==> config.mk <==
export PLATFORM = sky130hd
export DESIGN_NAME = internet_protocol_rx
export DESIGN_NICKNAME = d
export VERILOG_FILES = /design/src/rtl/internet_protocol_rx.sv
export SDC_FILE = /design/constraint.sdc
export NUM_CORES = 1
export LEC_CHECK = 0
export CAP_MARGIN = 20
export CORE_MARGIN = 5
export CORE_UTILIZATION = 35
export DETAILED_ROUTE_END_ITERATION = 10
export DONT_BUFFER_PORTS = 1
export PLACE_DENSITY = 0.56
export SLEW_MARGIN = 20
export SYNTH_ARGS = -nofsm -noshare
export SYNTH_HDL_FRONTEND = slang
export SYNTH_SLANG_ARGS = --single-unit
==> constraint.sdc <==
create_clock -name clk -period 24 [get_ports clk]
set_input_delay 6 -clock clk [delete_from_list [all_inputs] [get_ports clk]]
set_output_delay 6 -clock clk [all_outputs]
set_load 0.02 [all_outputs]
==> src/rtl/internet_protocol_rx.sv <==
// internet_protocol_rx: IPv4 header checker/stripper; N-bit MSB-first stream in, IP payload out.
// Defining IP_RX_DST_FILTER_EN restricts accepted destinations to LOCAL_IP or broadcast.
module internet_protocol_rx #(
  parameter int          N        = 4,
  parameter logic [31:0] LOCAL_IP = 32'h12126B0D
) (
  input  logic         clk,
  input  logic         rst,
  input  logic         axiiv,
  input  logic [N-1:0] axiid,
  output logic         axiov,
  output logic [N-1:0] axiod,
  output logic         axi_last,
  output logic         hdr_valid,
  output logic [31:0]  src_ip_out,
  output logic [31:0]  dst_ip_out,
  output logic [7:0]   protocol_out,
  output logic [15:0]  data_length_out,
  output logic         err
);

  localparam logic [15:0] HDR_LAST = 16'(160 / N - 1);
  localparam logic [2:0]  SUB_LAST = 3'(8 / N - 1);

  typedef enum logic [2:0] {S_IDLE, S_HEADER, S_PAYLOAD, S_TRAIL, S_DROP} state_t;
  state_t state, state_next;

  logic [159-N:0] hdr_shift;
  logic [159:0]   hdr_next;
  logic [15:0]    hdr_cnt;
  logic [15:0]    rem_bytes;
  logic [2:0]     sub_cnt;
  logic [15:0]    total_length;
  logic [15:0]    data_length;
  logic [19:0]    csum_raw;
  logic [16:0]    csum_fold;
  logic [15:0]    csum;
  logic           dst_ok;
  logic           hdr_ok;
  logic           hdr_done;
  logic           pay_word;
  logic           pay_last;
  logic           trunc;

  // hdr_next is the complete header once the final header word is on axiid
  assign hdr_next     = {hdr_shift, axiid};
  assign total_length = hdr_next[143:128];
  assign data_length  = total_length - 16'd20;

  always_comb begin
    csum_raw = '0;
    for (int i = 0; i < 10; i++) begin
      csum_raw = csum_raw + 20'(hdr_next[159-16*i -: 16]);
    end
    csum_fold = 17'(csum_raw[15:0]) + 17'(csum_raw[19:16]);
    csum      = csum_fold[15:0] + 16'(csum_fold[16]);
  end

`ifdef IP_RX_DST_FILTER_EN
  assign dst_ok = (hdr_next[31:0] == LOCAL_IP) || (hdr_next[31:0] == 32'hFFFF_FFFF);
`else
  logic unused_local_ip;
  assign unused_local_ip = ^LOCAL_IP;
  assign dst_ok          = 1'b1;
`endif

  assign hdr_ok = (hdr_next[159:152] == 8'h45) && (csum == 16'hFFFF) &&
                  (total_length >= 16'd20) && dst_ok;

  always_ff @(posedge clk or negedge rst) begin
    if (!rst) state <= S_IDLE;
    else      state <= state_next;
  end

  always_comb begin
    state_next = state;
    hdr_done   = 1'b0;
    pay_word   = 1'b0;
    pay_last   = 1'b0;
    trunc      = 1'b0;
    case (state)
      S_IDLE: begin
        if (axiiv) state_next = S_HEADER;
      end
      S_HEADER: begin
        if (!axiiv) begin
          trunc      = 1'b1;
          state_next = S_IDLE;
        end else if (hdr_cnt == HDR_LAST) begin
          hdr_done = 1'b1;
          if (!hdr_ok)                   state_next = S_DROP;
          else if (data_length == 16'd0) state_next = S_TRAIL;
          else                           state_next = S_PAYLOAD;
        end
      end
      S_PAYLOAD: begin
        if (!axiiv) begin
          trunc      = 1'b1;
          state_next = S_IDLE;
        end else begin
          pay_word = 1'b1;
          if (rem_bytes == 16'd1 && sub_cnt == SUB_LAST) begin
            pay_last   = 1'b1;
            state_next = S_TRAIL;
          end
        end
      end
      S_TRAIL, S_DROP: begin
        if (!axiiv) state_next = S_IDLE;
      end
      default: state_next = S_IDLE;
    endcase
  end

  // Payload is counted in bytes plus words-within-byte so long frames never overflow 16 bits
  always_ff @(posedge clk or negedge rst) begin
    if (!rst) begin
      hdr_shift       <= '0;
      hdr_cnt         <= '0;
      rem_bytes       <= '0;
      sub_cnt         <= '0;
      axiov           <= 1'b0;
      axiod           <= '0;
      axi_last        <= 1'b0;
      hdr_valid       <= 1'b0;
      src_ip_out      <= '0;
      dst_ip_out      <= '0;
      protocol_out    <= '0;
      data_length_out <= '0;
      err             <= 1'b0;
    end else begin
      hdr_valid <= 1'b0;
      err       <= 1'b0;
      axiov     <= 1'b0;
      axi_last  <= 1'b0;
      if (axiiv && (state == S_IDLE || state == S_HEADER)) begin
        hdr_shift <= hdr_next[159-N:0];
        hdr_cnt   <= (state == S_IDLE) ? 16'd1 : hdr_cnt + 16'd1;
      end
      if (hdr_done) begin
        if (hdr_ok) begin
          hdr_valid       <= 1'b1;
          src_ip_out      <= hdr_next[63:32];
          dst_ip_out      <= hdr_next[31:0];
          protocol_out    <= hdr_next[87:80];
          data_length_out <= data_length;
          rem_bytes       <= data_length;
          sub_cnt         <= '0;
        end else begin
          err <= 1'b1;
        end
      end
      if (trunc) err <= 1'b1;
      if (pay_word) begin
        axiov    <= 1'b1;
        axiod    <= axiid;
        axi_last <= pay_last;
        if (sub_cnt == SUB_LAST) begin
          sub_cnt   <= '0;
          rem_bytes <= rem_bytes - 16'd1;
        end else begin
          sub_cnt <= sub_cnt + 3'd1;
        end
      end
    end
  end

endmodule

# Word level (Yosys, flattened, before mapping)
# Cells that the tools add are included.
# op_classes
add_sub_neg	15
mul	0
div_mod_pow	0
magnitude_cmp	1
n_eq_ne	13
n_shift	0
mux	35
bitwise	0
n_reduce_logical	14
# ops
operator	n
20-bit by 16-bit adder with 20-bit output	5
16-bit two-way mux	5
3-bit two-way mux	11
19-bit by 16-bit adder with 20-bit output	1
18-bit by 16-bit adder with 19-bit output	1
17-bit by 16-bit adder with 18-bit output	1
1-bit two-way mux	18
16-bit by 16-bit adder with 17-bit output	1
16-bit by 4-bit adder with 17-bit output	1
16-bit by 1-bit adder with 16-bit output	1
16-bit by 1-bit adder with 16-bit output, second input constant	1
16-bit by 1-bit equality test with 1-bit output, second input constant	1
16-bit equality test, second input constant	1
16-bit by 6-bit equality test with 1-bit output, second input constant	1
16-bit by 5-bit greater-or-equal comparator with 1-bit output, second input constant	1
16-bit zero test	1
16-bit by 1-bit subtractor with 16-bit output, second input constant	1
16-bit by 5-bit subtractor with 16-bit output, second input constant	1
3-bit one-hot mux with 4 select lines	1
8-bit by 7-bit equality test with 1-bit output, second input constant	1
3-bit by 1-bit equality test with 1-bit output, second input constant	2
3-bit by 2-bit equality test with 1-bit output, second input constant	2
3-bit inequality test, second input constant	2
1-bit logical AND	4
other kinds (9)	13
# totals
reg_bits	290
latch_bits	0
mem_bits_rw	0
romBits	0
input_bits	7
elab_cells	92
mem_count	0

# Longest topological paths before layout
# logic_depth
depth_word	18
mapped_depth	41
mapped_depth_nobuf	37

# Worst setup path before layout
# No wires, ideal clock.
# synth_timing
path_kind	input -> register
startpoint	input axiid[2]
endpoint	register dst_ip_out[22]
arrival_time_ns	15.162
path_slack_ns	8.711
stages	39
n_path_buf	3
cell_sequence	inv_1 -> fa_1 -> inv_1 -> fa_1 -> fa_1 -> inv_1 -> fa_1 -> inv_1 -> fa_1 -> fa_1 -> a21o_1 -> a221oi_2 -> o211ai_1 -> a31o_1 -> a21o_1 -> a21o_1 -> a21o_1 -> xor2_1 -> [3 not listed] -> a21oi_1 -> nand2_1 -> nor3_1 -> nand4_1 -> nor2_1 -> ha_1 -> nor3b_2 -> nand3_1 -> or4b_1 -> a211oi_1 -> a211o_1 -> nand4_1 -> nor4_1 -> and3_1 -> buf_2 -> buf_6 -> buf_4 -> mux2_1
# synth_between
elab_chain_len	7
# synth_lines
item	line	rtl
from (decl)	10	input logic [N-1:0] axiid,
20-bit by 16-bit adder with 20-bit output	53	csum_raw = csum_raw + 20'(hdr_next[159-16*i -: 16]);
16-bit by 4-bit adder with 17-bit output	55	csum_fold = 17'(csum_raw[15:0]) + 17'(csum_raw[19:16]);
16-bit by 1-bit adder with 16-bit output	56	csum = csum_fold[15:0] + 16'(csum_fold[16]);
16-bit equality test	67	assign hdr_ok = (hdr_next[159:152] == 8'h45) && (csum == 16'hFFFF) &&
1-bit logical AND (2 in a row)	67	
2-bit AND reduction (no source line)	n/a	
to (signal assigned)	144	dst_ip_out <= hdr_next[31:0];
to (decl)	16	output logic [31:0] dst_ip_out,
# Every way passes these cells.
# A chain may end at the register's enable or synchronous reset.

# Final worst setup path
# layout_timing
startpoint	input axiid[2]
endpoint	register src_ip_out[17]
# layout_between
elab_chain_len	7
# layout_lines
item	line	rtl
20-bit by 16-bit adder with 20-bit output	53	
16-bit by 4-bit adder with 17-bit output	55	
16-bit by 1-bit adder with 16-bit output	56	
16-bit equality test	67	
1-bit logical AND (2 in a row)	67	
2-bit AND reduction (no source line)	n/a	
to (signal assigned)	143	src_ip_out <= hdr_next[63:32];
to (decl)	15	output logic [31:0] src_ip_out,
# Every way passes these cells.

==> metrics list <==
- In the global route stage, overall resource usage came out at 0.176.
- Synth async-reset ratio: 1.00
* # clock sinks: 290
* Cell taking the most area after synthesis: dfrtp_1
- Type of the worst min-delay path: flop to flop
* Total length of routed wires: between 40,000 and 50,000 um
- Hold Violations, Final: 0
- Largest cells by area after synthesis: dfrtp_1, fa_1, nand2_1, mux2_2, inv_1
- Std cell rows: 79
- Count of synthesis-stage warnings from yosys: 0
- Post-route clock period utilization: 0.695
- The first global-routing pass estimated 69,800 um of wire.
- Clock tree from TritonCTS: done
* Total number of vias: about 11k
* Root buf cell: clkbuf_16
- Startpoint types: input pin
- For the worst setup path, the data arrival time is ~17 ns.
- The later pin in the worst-skew pair is clocked with a latency of 0.54 ns.
- Counting distinct cell types in the post-synthesis netlist gives 76.
* Final-layout setup total negative slack: 0 ns
- Initial core utilization: 0.355
* Layout cell share with drive strength beyond 1: 0.0899
* Die Footprint: a little over 50,000 um^2
* WS Path Type: input pin to flop
- In this run, synthesis inferred 0 flip-flops with an integrated enable.
- Relative slew slack: 0.295
* Final net count: 1,782
* Vias per std cell: 5.04
* Std-Cell Core Area: 46,800 um^2
* Filler Cell Count: 4,546
- Number of ports placed on the die boundary: 103
- Number of port buffers: 0
* Resized cells post-CTS: 0
- Before antenna repair, the detailed router went through 5 iterations.
* Count of hold-fix buffers inserted at cts: 0
- Once detail routing completed, the nets flagged for antenna violations numbered 0.
- Detailed placement ended at an HPWL of ~34,000 um.
* Pins Over Slew Limit: 0
- Top flip-flop cell by instance count after synthesis: dfrtp_1
- The share of synthesized area in the top cell type comes to 0.438.
- Counting along the longest clock path gives a buffer depth of 3.
- The cell that appears most often on the critical path is fa_1.
- Kind of end point of the critical path: flop
* Number of register bits inferred by synthesis: between 200 and 300
- Floorplan die height: 228 um
- Share of the yosys chip area belonging to registers: 0.438
- Worst setup skew after layout: 0.0260 ns
* Post-Synthesis Cells: 1,631
* Per-instance average area after synthesis: 10.2 um^2
* Number of buffers inserted during clock tree synthesis: 35
* Initial antenna violation count: 0
- Largest fanout on the critical path: 58
* Detailed router's first-iteration violation count: 890
- Among all stages on the critical path, the largest delay is contributed by buf_4.
* Sum of overflow across all layers after global routing: 0
- After clock tree synthesis, the clock-pin slew on the worst setup and hold paths is 0.06 ns.
* DRC violation count after routing: 0
- Fmax achieved: 59.9 MHz
* Final setup violation count: 0
- The H-tree was split into 2 levels.
- The routed design could run at a clock period as short as 16.69 ns.
- Global placement routability congestion: 0.925
* Largest incremental delay on the critical path: roughly 0.67 ns
* Via count of the first global-routing pass: 11.6k
- The flow ran to the end, and the final reports show no timing, DRC or antenna violations.
* Setup repair after global routing missed its margin: no
* Die X: 228 um
- Maximum number of pins on one net before global-route repair: 291
* Worst path required time: 24.41 ns
- Post-DR wirelength/cell: 20.0 um
- Net count of the mapped netlist: ~1.8k
* Synthesized cell area: 16,600 um^2
- Post-CTS timing repair inserted 0 buffers for setup.
* Synth-to-layout area growth: 10.0%
- Across the run, the number of max-cap violations was 0.
- For the pin with the worst max-slew slack, the measured transition is between 1 and 1.5 ns.
-- placed cells by master (no fill, tap or decap), types with 12 or more instances in the layout --
master     Yosys  layout
o21ai_0       90      90
fa_1         126     126
inv_1        168     168
nor3_1        33      33
dfrtp_1      290     290
o21a_1        12      12
mux2_2        62      62
clkbuf_16      0      36
nand4_1       16      16
a21oi_1       24      24
nand2_1      393     393
ha_1          38      38
xor2_1        28      28
mux2_1        18      18
nor4_1        15      15
nand3_1       28      28
nor2_1        71      70
xnor2_1       16      16
and3_1        16      15
-- kinds of logic after synthesis --
kind of cell	synth area share
compound gates	0.0799
xor+xnor	0.0242
fa+ha+maj	0.181
buf+inv	0.0564
flops	0.438
mux	0.0567
simple gates	0.164
-- worst paths after layout --
path,slack [ns],endpoint,start,depth (start not counted)
max reg2reg,12.27,src_ip_out[17]$_DFFE_PN0P_,hdr_shift[44]$_DFFE_PN0P_,35
max in group asynchronous,18.42,hdr_shift[144]$_DFFE_PN0P_,rst,0
max,7.31,src_ip_out[17]$_DFFE_PN0P_,axiid[2],37
min reg2reg,0.49,rem_bytes[11]$_DFF_PN0_,rem_bytes[11]$_DFF_PN0_,1
min,0.49,rem_bytes[11]$_DFF_PN0_,rem_bytes[11]$_DFF_PN0_,1
min in group asynchronous,5.16,protocol_out[1]$_DFFE_PN0P_,rst,0
-- sequential cells by signal, summed over array words and instances (netlist names) --
name	cells
hdr_shift	156
dst_ip_out	32
src_ip_out	32
data_length_out	16
hdr_cnt	16
rem_bytes	16
protocol_out	8
axiod	4
state	3
sub_cnt	3
axi_last	1
axiov	1
err	1
hdr_valid	1
-- metrics by stage --
step	hold slack [ns]	std cells	utilization	cell area (um^2)	worst slack (ns)
5_1_grt	0.513	2242	0.390	18200	6.56
6_report	0.490	2243	0.390	18200	7.31
4_1_cts	0.491	2242	0.390	18200	7.40
3_3_place_gp	0.471	2181	0.366	17100	7.08
2_1_floorplan	0.446	1631	-	16600	8.71
3_5_place_dp	0.473	2181	0.366	17100	6.86
-- critical path, delay by kind of cell --
family	cells	cell delay [ns]
fa+ha+maj	8	3.77
mux	1	0.41
buf+inv	6	0.98
compound gates	10	2.47
simple gates	11	3.07
xor+xnor	1	0.20
-- cells in the mapped netlist (4+ instances only) --
cell type	instances
mux2_2	62
nand4_1	16
a211oi_1	11
nor3b_1	5
o21a_1	12
dfrtp_1	290
mux2_1	18
nor3_1	33
buf_6	6
xnor2_1	16
nor2_1	71
a211o_1	7
buf_1	4
or3_1	7
a21o_1	10
o211ai_1	6
ha_1	38
a21oi_1	24
and2_1	4
o211a_1	4
fa_1	126
nand3_1	28
o21ai_0	90
xor2_1	28
and3_1	16
inv_1	168
nor4_1	15
nand2_1	393
buf_2	6
clkbuf_1	44
a221oi_2	4
mux2i_1	4
-- cell type report --
| class | instances | area [um^2] | area share |
|---|---|---|---|
| clock inverter | 7 | 81.3 | 0.00446 |
| multi-input combinational | 1109 | 8410 | 0.461 |
| tap | 607 | 759 | 0.0416 |
| inverter | 169 | 634 | 0.0348 |
| sequential | 290 | 7260 | 0.398 |
| clock buffer | 54 | 1060 | 0.0580 |
| timing repair buffer | 6 | 45.0 | 0.00247 |
| antenna | 1 | 2.50 | 0.000137 |
-- per-layer routing --
layer,vias up,GRT usage,share of wire
met3,64,0.0468,0.071
li1,5293,-,-
met1,5656,0.242,0.45
met4,0,0.0505,0.024
met5,-,0,0
met2,285,0.278,0.46
Power is not shown: default switching activity piles up to over one toggle a cycle in this logic, so the estimate is an artifact.
